===== config.mk =====
export PLATFORM = sky130hd
export DESIGN_NAME = pc_fetch_sequencer
export DESIGN_NICKNAME = d
export VERILOG_FILES = /design/src/rtl/pc_fetch_sequencer.sv
export SDC_FILE = /design/constraint.sdc
export NUM_CORES = 1
export LEC_CHECK = 0
export ABC_AREA = 1
export CELL_PAD_IN_SITES_DETAIL_PLACEMENT = 1
export CELL_PAD_IN_SITES_GLOBAL_PLACEMENT = 1
export CORE_UTILIZATION = 33
export CTS_BUF_LIST = sky130_fd_sc_hd__clkbuf_8
export DETAILED_ROUTE_END_ITERATION = 12
export HOLD_SLACK_MARGIN = 0.12
export PLACE_DENSITY_LB_ADDON = 0.1
export SLEW_MARGIN = 15
export SYNTH_ARGS = -nofsm -noshare
export SYNTH_HDL_FRONTEND = slang
export SYNTH_SLANG_ARGS = --single-unit

===== constraint.sdc =====
create_clock -name clk -period 2.9 [get_ports clk]
set_input_delay 0.58 -clock clk [delete_from_list [all_inputs] [get_ports clk]]
set_output_delay 0.58 -clock clk [all_outputs]
set_load 0.02 [all_outputs]

===== src/rtl/pc_fetch_sequencer.sv =====
// Multi-cycle fetch / next-PC controller for the MIPS core: owns the PC, fetches over a
// req/ack instruction-memory port and holds each instruction until the core retires it.
module pc_fetch_sequencer #(
    parameter logic [31:0] RESET_PC = 32'h0000_0000,
    parameter int          MAX_WAIT = 255
) (
    input  logic        clk,
    input  logic        rst,
    output logic        imem_req,
    output logic [31:0] imem_addr,
    input  logic        imem_ack,
    input  logic [31:0] imem_rdata,
    output logic        instr_valid,
    output logic [31:0] instr,
    output logic [31:0] pc_out,
    input  logic        retire,
    input  logic        branch,
    input  logic        zero,
    input  logic        jump,
    input  logic        jr,
    input  logic [31:0] jr_target,
    input  logic [31:0] sign_imm,
    output logic        fetch_err
);

    localparam int                WAIT_W    = $clog2(MAX_WAIT + 1);
    localparam logic [WAIT_W-1:0] WAIT_LAST = WAIT_W'(MAX_WAIT - 1);

    localparam logic [1:0] ST_FETCH = 2'd0;
    localparam logic [1:0] ST_EXEC  = 2'd1;
    localparam logic [1:0] ST_HALT  = 2'd2;

    logic [1:0]        state;
    logic [31:0]       pc;
    logic [WAIT_W-1:0] wait_cnt;

    logic [31:0] pc4;
    logic [31:0] jump_target;
    logic [31:0] branch_target;
    logic [31:0] next_pc;
    logic        next_misaligned;

    // Next-PC selection: jump beats jr beats taken branch; only jr can produce a misaligned target.
    always_comb begin
        pc4             = pc + 32'd4;
        jump_target     = {pc4[31:28], instr[25:0], 2'b00};
        branch_target   = pc4 + (sign_imm << 2);
        next_pc         = pc4;
        if (jump) begin
            next_pc = jump_target;
        end else if (jr) begin
            next_pc = jr_target;
        end else if (branch && zero) begin
            next_pc = branch_target;
        end
        next_misaligned = (next_pc[1:0] != 2'b00);
    end

    always_ff @(posedge clk) begin
        if (rst) begin
            state       <= ST_FETCH;
            pc          <= RESET_PC;
            wait_cnt    <= '0;
            imem_req    <= 1'b0;
            instr_valid <= 1'b0;
            instr       <= '0;
            fetch_err   <= 1'b0;
        end else begin
            case (state)
                ST_FETCH: begin
                    // The request rises one cycle after reset; acks seen before that are dropped.
                    if (!imem_req) begin
                        imem_req <= 1'b1;
                    end else if (imem_ack) begin
                        instr       <= imem_rdata;
                        instr_valid <= 1'b1;
                        imem_req    <= 1'b0;
                        state       <= ST_EXEC;
                    end else if (wait_cnt == WAIT_LAST) begin
                        wait_cnt  <= wait_cnt + 1'b1;
                        fetch_err <= 1'b1;
                        imem_req  <= 1'b0;
                        state     <= ST_HALT;
                    end else begin
                        wait_cnt <= wait_cnt + 1'b1;
                    end
                end
                ST_EXEC: begin
                    if (retire) begin
                        instr_valid <= 1'b0;
                        if (next_misaligned) begin
                            fetch_err <= 1'b1;
                            state     <= ST_HALT;
                        end else begin
                            pc       <= next_pc;
                            imem_req <= 1'b1;
                            wait_cnt <= '0;
                            state    <= ST_FETCH;
                        end
                    end
                end
                ST_HALT: begin
                    imem_req    <= 1'b0;
                    instr_valid <= 1'b0;
                    fetch_err   <= 1'b1;
                end
                default: begin
                    imem_req    <= 1'b0;
                    instr_valid <= 1'b0;
                    fetch_err   <= 1'b1;
                    state       <= ST_HALT;
                end
            endcase
        end
    end

    assign imem_addr = pc;
    assign pc_out    = pc;

endmodule


# Word level (Yosys, flattened, before mapping)
# Cells that the tools add are included.
[classes]
bitwise = 2
n_eq_ne = 11
add_sub_neg = 3
n_mux = 30
n_reduce_logical = 11
[op_table]
columns = ["op", "count"]
rows = [
  ["32-bit two-way mux", 3],
  ["32-bit by 3-bit adder with 32-bit output (second input constant)", 1],
  ["32-bit adder", 1],
  ["8-bit two-way mux", 4],
  ["8-bit case mux with 2 select lines", 1],
  ["2-bit != test (second input constant)", 7],
  ["1-bit two-way mux", 13],
  ["2-bit two-way mux", 5],
  ["5-bit AND reduction", 2],
  ["3-bit AND reduction", 3],
  ["8-bit by 1-bit adder with 8-bit output (second input constant)", 1],
  ["8-bit equality test (second input constant)", 1],
  ["1-bit case mux with 2 select lines", 3],
  ["2-bit case mux with 3 select lines", 1],
  ["4-bit AND reduction", 1],
  ["2-bit nonzero test", 2],
  ["3-bit != test (second input constant)", 1],
  ["2-bit by 1-bit equality test with 1-bit output (second input constant)", 1],
  ["2-bit equality test (second input constant)", 1],
  ["2-bit logical NOT", 1],
  ["1-bit NOT", 2],
  ["2-bit AND reduction", 1],
  ["1-bit logical AND", 1],
]
[word_totals]
ff_bits = 77
in_bits = 104
word_cells = 64

# Longest topological paths before layout
# Gate-level depths: netlist of run 1.
[logic_depth]
word_depth = 9
mapped_depth = 26

# Worst setup path after synthesis of run 1
# Ideal clock, no wire load.
[synth_timing]
path_kind = "register to register"
from = "reg pc[3], in the netlist imem_addr[3]"
to = "reg pc[25], in the netlist imem_addr[25]"
n_path_buf = 0
t_required_ns = 2.788
arrival_ns = 2.741
period_less_slack_ns = 2.853
setup_slack_ns = 0.047
stages_incl_launch_ff = 22
cell_sequence = "dfxtp_1 > ha_1 > nand2_1 > nor2_2 > inv_1 > nor3_1 > nand2_1 > and2_1 > ha_1 > nand2_1 > inv_1 > nand2_1 > nor3_1 > nand3_1 > nand3_1 > nand2_1 > nand3_1 > nand2_1 > nand2_1 > nand2_1 > nand2_1 > nand2_1"
[synth_via]
elab_chain_len = 5
[synth_rtl]
columns = ["item", "line_no", "rtl"]
rows = [
  ["start: declaration", "34", "logic [31:0] pc;"],
  ["start signal: assignment", "95", "pc <= next_pc;"],
  ["32-bit by 3-bit adder with 32-bit output (*)", "45", "pc4 = pc + 32'd4;"],
  ["32-bit adder", "47", "branch_target = pc4 + (sign_imm << 2);"],
  ["32-bit two-way mux (*)", "53", "end else if (branch && zero) begin"],
  ["32-bit two-way mux (*)", "51", "end else if (jr) begin"],
  ["32-bit two-way mux (*)", "49", "if (jump) begin"],
]
# Every way passes the cells marked *; elsewhere a longest branch is shown, timed or not.
# A chain may end at the register's enable or synchronous reset.

# Worst setup path after layout of run 1
[layout_timing]
from = "reg pc[2], in the netlist imem_addr[2]"
to = "reg pc[22], in the netlist imem_addr[22]"
# Same word-level chain as after synthesis.

==> impl_metrics.toml, run 1 <==
[placed_design]
place.gp.congestion = 0.9034
io_buffer_count = 200
postPlaceCellArea_mm2 = 0.01020
placedCellCount = 1797
hpwl_um = 24280

[setup_path]
crit_path_end_kind = "flip-flop"
setup.worst_path.start_class = "flip-flop"
slowest_delay_ns = 0.40
critical_path_required_ns = 3.16
critical_path_peak_fanout = 4
critPathSlowestCell = "dfxtp_4"
critical_path_class = "flip-flop to flip-flop"
crit_chain = "buf_6 > nand3_2 > nor2_4 > buf_4 > nand3_1 > xnor2_2 > buf_4 > ha_4 > nand2_1 > nand2_1 > nand2_1 > nand2_1 > nand2_1 > nand2_2 > inv_1 > nand2_1 > nand2_1 > nand3_1 > nand2_1 > nand2_1 > nand3_1 > nand2_1 > nand2_1"
crit_arrival_ns = 3.20
crit_top_cell = "nand2_1"

[layout]
layout_common_cells = "nand2_1, clkdlybuf4s50_1, buf_4, inv_1, nor2_1"
fin_cells = 1822
postLayoutCellArea_mm2 = 0.01193
fill_cells = 2721
antenna_cells = 0
area_growth_pct = 67.33
drive_gt1_share_pct = 32.39
final_net_count = 1686
utilization_pct = 56.59
final_common_cell = "nand2_1"

[yosys]
syn_nets = 1383
synth_warnings = 0
syn_inst = 1239
syn-cell-area_mm2 = 0.007132
postSynthAreaPerCell_um2 = 5.756
ys_dominant_reg_cell = "dfxtp_1"
synth_seq_area_share_pct = 21.61
async_flop_share_pct = 0
synth_edf_count = 0
ys_types = 45
ys_ff_latch = 77

[detailed_routing]
routed_wl_um = 32870
drt_iter0_markers = 287
vias_per_cell = 5.009
drtAntennaViolNets = 0
dr_total_vias = 9127
drcViolationCount = 0
drt_first_pass_iters = 4
wire_per_inst_um = 18.04

[power]
power.density_mw_per_mm2 = 276.0
p_switching_mw = 1.092
switching_share_pct = 33.15
cellLeakagePower_nw = 5.397
clkPwrFrac_pct = 31.1
p_comb_share_pct = 33.8
seqPwrFrac_pct = 35.0
p_int_mw = 2.202
ir_drop_v = 0.0002808

[flow_run]
maxCapViolations = 0

[clocking]
clkTransAtPathRegs_ns = 0.09
cts_tree = "built"
clock_sinks = 77
cts_buffers = 9
hold_buffers = 0
cts-root-buf = "clkbuf_8"
clk_latency_ns = 0.36
cts_buffer_depth = 2
h-tree-depth = 3

[sta]
maxSlewHeadroom_pct = 62.88
finalClockSkew_ns = 0.009630
rsz0062_at_grt = "true"
finalCritPeriodShare_pct = 101.6
worst_pin_slew_ns = 0.5499
setup_ws_ns = -0.04636
slew_viol_final = 0
fin_crit_ns = 2.946
fmax_mhz = 339.4
setup_violations = 4
finalHoldViolCount = 0

[run_status]
violations = "setup timing"
status = "finished, violations left"

[floorplanning]
row_count = 53
die_w_um = 149.0
pin_count = 203
dieArea_mm2 = 0.02220
start_util_pct = 33.82
die_h_um = 149.0
fp.coreArea_mm2 = 0.02109

[global_routing]
grt_max_degree = 59
grt_pass1_wl_um = 46400
grtUsageTotal_pct = 26.98
grt_pass1_vias = 9022
antenna_found_initial = 0
overflow = 0

[min_path]
hp-class = "flip-flop to flip-flop"
worst max-delay path: cells and delay by family (launching register included):
kind	cells	cell delay [ns]
flip-flops	1	0.40
XOR/XNOR	1	0.18
buffers and inverters	4	0.47
AND/OR/NAND/NOR	17	1.48
adder cells (fa/ha/maj)	1	0.30
per-stage QoR:
| step | setup WS [ns] | hold WS (ns) | setup TNS, ns | power [mW] |
|---|---|---|---|---|
| global route | -0.2332 | 0.4999 | -2.752 | 3.438 |
| finish | -0.04636 | 0.4615 | -0.1179 | 3.294 |
| floorplan | 0.04701 | 0.4588 | 0 | 1.634 |
| CTS | -0.02767 | 0.4685 | -0.04061 | 3.192 |
| global placement | -0.1660 | 0.4431 | -2.035 | 2.108 |
| detailed placement | -0.2524 | 0.4517 | -3.488 | 2.127 |
synth_stat cells (2+ instances only):
cell type  count  area [um^2]
clkbuf_1      25        93.84
a21o_1         3        22.52
or2_2         13        81.33
nand3_1       79        395.4
buf_1          2        7.510
xor2_1        17        148.9
nor3_1        17        85.08
o211ai_1       9        67.56
o21bai_1       7        52.55
inv_2          4        15.01
nand2_1      388         1456
dfxtp_1       77         1541
buf_4         33        247.7
o21ai_1        3        15.01
nor2_1       156        585.6
a21oi_1       74        370.4
nand2_2        2        12.51
nand4_1        6        37.54
o21ai_0       82        410.4
o221ai_1       2        17.52
inv_1        156        585.6
and2_1         4        25.02
nor3b_1        5        37.54
buf_6          3        33.78
ha_1          39        488.0
nor2_2         5        31.28
nor3_2         3        30.03
buf_2          3        15.01
xnor2_1        6        52.55
logic make-up after synthesis:
kind of cell | after synthesis | synth area share, %
AOI/OAI and AO/OA | 183 | 13.75
buffers and inverters | 229 | 14.26
and+or+nand+nor | 687 | 40.42
adders and majority gates | 40 | 7.123
DFF | 77 | 21.61
xor gates and xnor gates | 23 | 2.825
layer usage:
layer / part of all wire [%] / vias up / global-route usage [%]
met5: 0 / - / 0
met3: 4.4 / 59 / 4.067
met2: 49 / 235 / 47.07
met1: 43 / 4341 / 33.69
met4: 3.0 / 0 / 8.929
li1: - / 4492 / -
area by class of cell:
class / instances / area (um^2) / area share [%]
Multi-Input combinational cell: 933 / 5926 / 49.65
Inverter: 163 / 621.8 / 5.211
Timing Repair Buffer: 358 / 3218 / 26.97
Tap cell: 275 / 344.1 / 2.883
Clock inverter: 7 / 122.6 / 1.027
Clock buffer: 9 / 123.9 / 1.038
Sequential cell: 77 / 1578 / 13.22
sequential cells by signal, indices dropped and copies added, names as in the netlist:
signal / flops
imem_addr: 32
instr_valid: 1
state: 2
imem_req: 1
wait_cnt: 8
instr: 32
fetch_err: 1
timing repair:
action / 4_1_cts / 5_1_grt
pin swaps: 18 / 92
endpoints found under the setup margin: 22 / 23
resized for setup: 91 / 278
buffers inserted: 4 / 7
power groups by stage:
| stage | logic (mW) | clock network (mW) | registers [mW] |
|---|---|---|---|
| 2_1_floorplan | 0.403 | 0 | 1.23 |
| 3_3_place_gp | 0.933 | 0 | 1.18 |
| 3_5_place_dp | 0.949 | 0 | 1.18 |
| 4_1_cts | 0.992 | 1.05 | 1.15 |
| 5_1_grt | 1.20 | 1.08 | 1.16 |
| 6_report | 1.11 | 1.03 | 1.15 |
path summary, 6_finish.rpt:
path / start / endpoint / slack [ns] / cells after the start
max: imem_addr[2] / imem_addr[22] / -0.05 / 23
min: fetch_err / fetch_err / 0.46 / 2
max reg2reg: imem_addr[2] / imem_addr[22] / -0.05 / 23
min reg2reg: fetch_err / fetch_err / 0.46 / 2
No activity file was read; power rests on OpenSTA's default activity.
==> inputs of run 2 (changes only) <==
--- a/config.mk
+++ b/config.mk
@@ -11,6 +11,7 @@
 export CORE_UTILIZATION = 33
 export CTS_BUF_LIST = sky130_fd_sc_hd__clkbuf_8
 export DETAILED_ROUTE_END_ITERATION = 12
+export GPL_ROUTABILITY_DRIVEN = 0
 export HOLD_SLACK_MARGIN = 0.12
 export PLACE_DENSITY_LB_ADDON = 0.1
 export SLEW_MARGIN = 15
==> run 2 against run 1 <==
- the flow still finishes with violations (setup timing)
- largest cell class unchanged
- final cell count is 0.22% lower
- clock-buffer cell count stayed put
- clock skew is 0.0038 ns higher
==> impl_metrics.toml, run 2 (synthesis gave the netlist of run 1 again) <==
[clocking]
cts_buffer_depth = 2
clock_sinks = 77
cts_tree = "built"
cts_buffers = 9
h-tree-depth = 3
clkTransAtPathRegs_ns = 0.09
hold_buffers = 0
cts-root-buf = "clkbuf_8"
clk_latency_ns = 0.37

[sta]
setup_ws_ns = -0.08257
maxSlewHeadroom_pct = 65.15
hold_ws_ns = 0.4695
finalClockSkew_ns = 0.01342
finalHoldViolCount = 0
finalCritPeriodShare_pct = 102.8
rsz0062_at_grt = "true"
fmax_mhz = 335.3
slew_viol_final = 0
setup_violations = 11
tns_ns = -0.4569
worst_pin_slew_ns = 0.5162
fin_crit_ns = 2.983

[power]
power.density_mw_per_mm2 = 261.0
ir_drop_v = 0.0002213
cellLeakagePower_nw = 5.385
finalPower_mw = 3.041

[placed_design]
io_buffer_count = 200
pre_cts_ws_ns = -0.3298
hpwl_um = 24280
placedCellCount = 1798
postPlaceCellArea_mm2 = 0.01021

[layout]
area_growth_pct = 63.35
multi_input_area_mm2 = 0.005749
postLayoutCellArea_mm2 = 0.01165
final_common_cell = "nand2_1"
drive_gt1_share_pct = 29.42
utilization_pct = 55.25
final_net_count = 1682
fill_cells = 2797
seqCellArea_mm2 = 0.001574
fin_cells = 1818
antenna_cells = 0
layout_common_cells = "nand2_1, clkdlybuf4s50_1, buf_4, inv_1, nor2_1"

[floorplanning]
row_count = 53
die_w_um = 149.0
start_util_pct = 33.82
fp.coreArea_mm2 = 0.02109
dieArea_mm2 = 0.02220
die_h_um = 149.0
pin_count = 203

[min_path]
hp-class = "flip-flop to flip-flop"
min_from = "fetch_err"
holdPathEnd = "fetch_err"
hold_depth = 2

[setup_path]
path_buf_inv = 4
setup.worst_path.start_class = "flip-flop"
crit_chain = "buf_6 > nand2_4 > nor2_4 > nand2_2 > nor2_4 > nand2_2 > xor2_2 > inv_2 > ha_4 > nand2_4 > buf_4 > nor2_4 > nand2_1 > nand2_2 > inv_1 > nand2_1 > nand2_1 > nand3_2 > nand2_1 > nand2_1 > nand3_2 > nand2_1 > nand2_1"
critical_path_class = "flip-flop to flip-flop"
rrSetupSlack_ns = -0.08
rr_startpoint = "imem_addr[3]"
cp.depth = 23
reg2reg_to = "imem_addr[21]"
crit_arrival_ns = 3.24
crit_top_cell = "nand2_1"
slowest_delay_ns = 0.40
r2r_cells = 23
crit_path_end_kind = "flip-flop"
critical_path_peak_fanout = 4
crit_family = "simple AND/OR/NAND/NOR gates"
critPathSlowestCell = "dfxtp_4"
critical_path_required_ns = 3.16

[detailed_routing]
drt_iter0_markers = 327
routed_wl_um = 32860
drcViolationCount = 0
dr_total_vias = 9091
drt_first_pass_iters = 4
wire_per_inst_um = 18.07
drtAntennaViolNets = 0
vias_per_cell = 5.001

[global_routing]
grt_pass1_wl_um = 45680
grtUsageTotal_pct = 26.35
grt_pass1_vias = 8990
antenna_found_initial = 0
grt_max_degree = 48
overflow = 0

[run_status]
violations = "setup timing"
status = "finished, violations left"

[flow_run]
maxCapViolations = 0
## run 2: cell types whose count changed in the layout (fill, tap and decap cells not counted), moves of 4 or more
cell / change
a21oi_2: -4
nand2_1: +26
ha_4: -4
inv_1: +12
nor2_4: -8
a21oi_1: +4
nor2_1: -6
nor2_2: +14
buf_6: -5
ha_1: +4
nand2_4: -4
nor3_2: -4
inv_2: -14
nand2_2: -22
## run 2: worst max path at each step
stage,from,endpoint,slack [ns]
floorplan,imem_addr[3],imem_addr[25],0.05
CTS,imem_addr[2],imem_addr[31],-0.01
global route,imem_addr[3],imem_addr[31],-0.24
finish,imem_addr[3],imem_addr[21],-0.08
global placement,imem_addr[2],imem_addr[27],-0.22
detailed placement,imem_addr[3],imem_addr[31],-0.33
## run 2: area by class of cell
type                       instances  share of cell area [%]
clock buffer                       9                   1.063
clock inverter                     7                  0.5370
inverter                         163                   5.381
multi-input combinational        933                   49.35
sequential                        77                   13.51
tap                              275                   2.954
timing repair buffer             354                   27.20
## run 2: tightest hold or removal path, cell delays in order, from the launching register on
cell and delay [ns]:
dfxtp_1 0.32, inv_1 0.05, a21oi_1 0.06
## run 2: per-layer routing
metal,vias to the layer above,GRT usage [%],routed length [um]
met2,210,47.09,16470
met1,4370,33.14,14340
li1,4470,-,-
met3,41,4.220,1427
met5,-,0,0
met4,0,5.204,622
## run 2: timing repair
item                                    CTS  global route
endpoints found under the setup margin   22            24
buffers inserted                          1             6
pin swaps                                12            93
gates resized for setup                  89           222
## run 2: power breakdown
group | leakage (nW) | switching (mW) | internal [mW] | total, mW
Clock | 0.0931 | 0.467 | 0.330 | 0.797
Sequential | 0.637 | 0.0470 | 1.11 | 1.15
Combinational | 4.66 | 0.584 | 0.506 | 1.09
==> inputs of run 3 (changes only) <==
--- a/config.mk
+++ b/config.mk
@@ -6,6 +6,7 @@
 export NUM_CORES = 1
 export LEC_CHECK = 0
 export ABC_AREA = 1
+export ABC_CLOCK_PERIOD_IN_PS = 2900
 export CELL_PAD_IN_SITES_DETAIL_PLACEMENT = 1
 export CELL_PAD_IN_SITES_GLOBAL_PLACEMENT = 1
 export CORE_UTILIZATION = 33
==> results of run 3 <==
The final DEF is identical to that of run 2; final timing and power are the same.
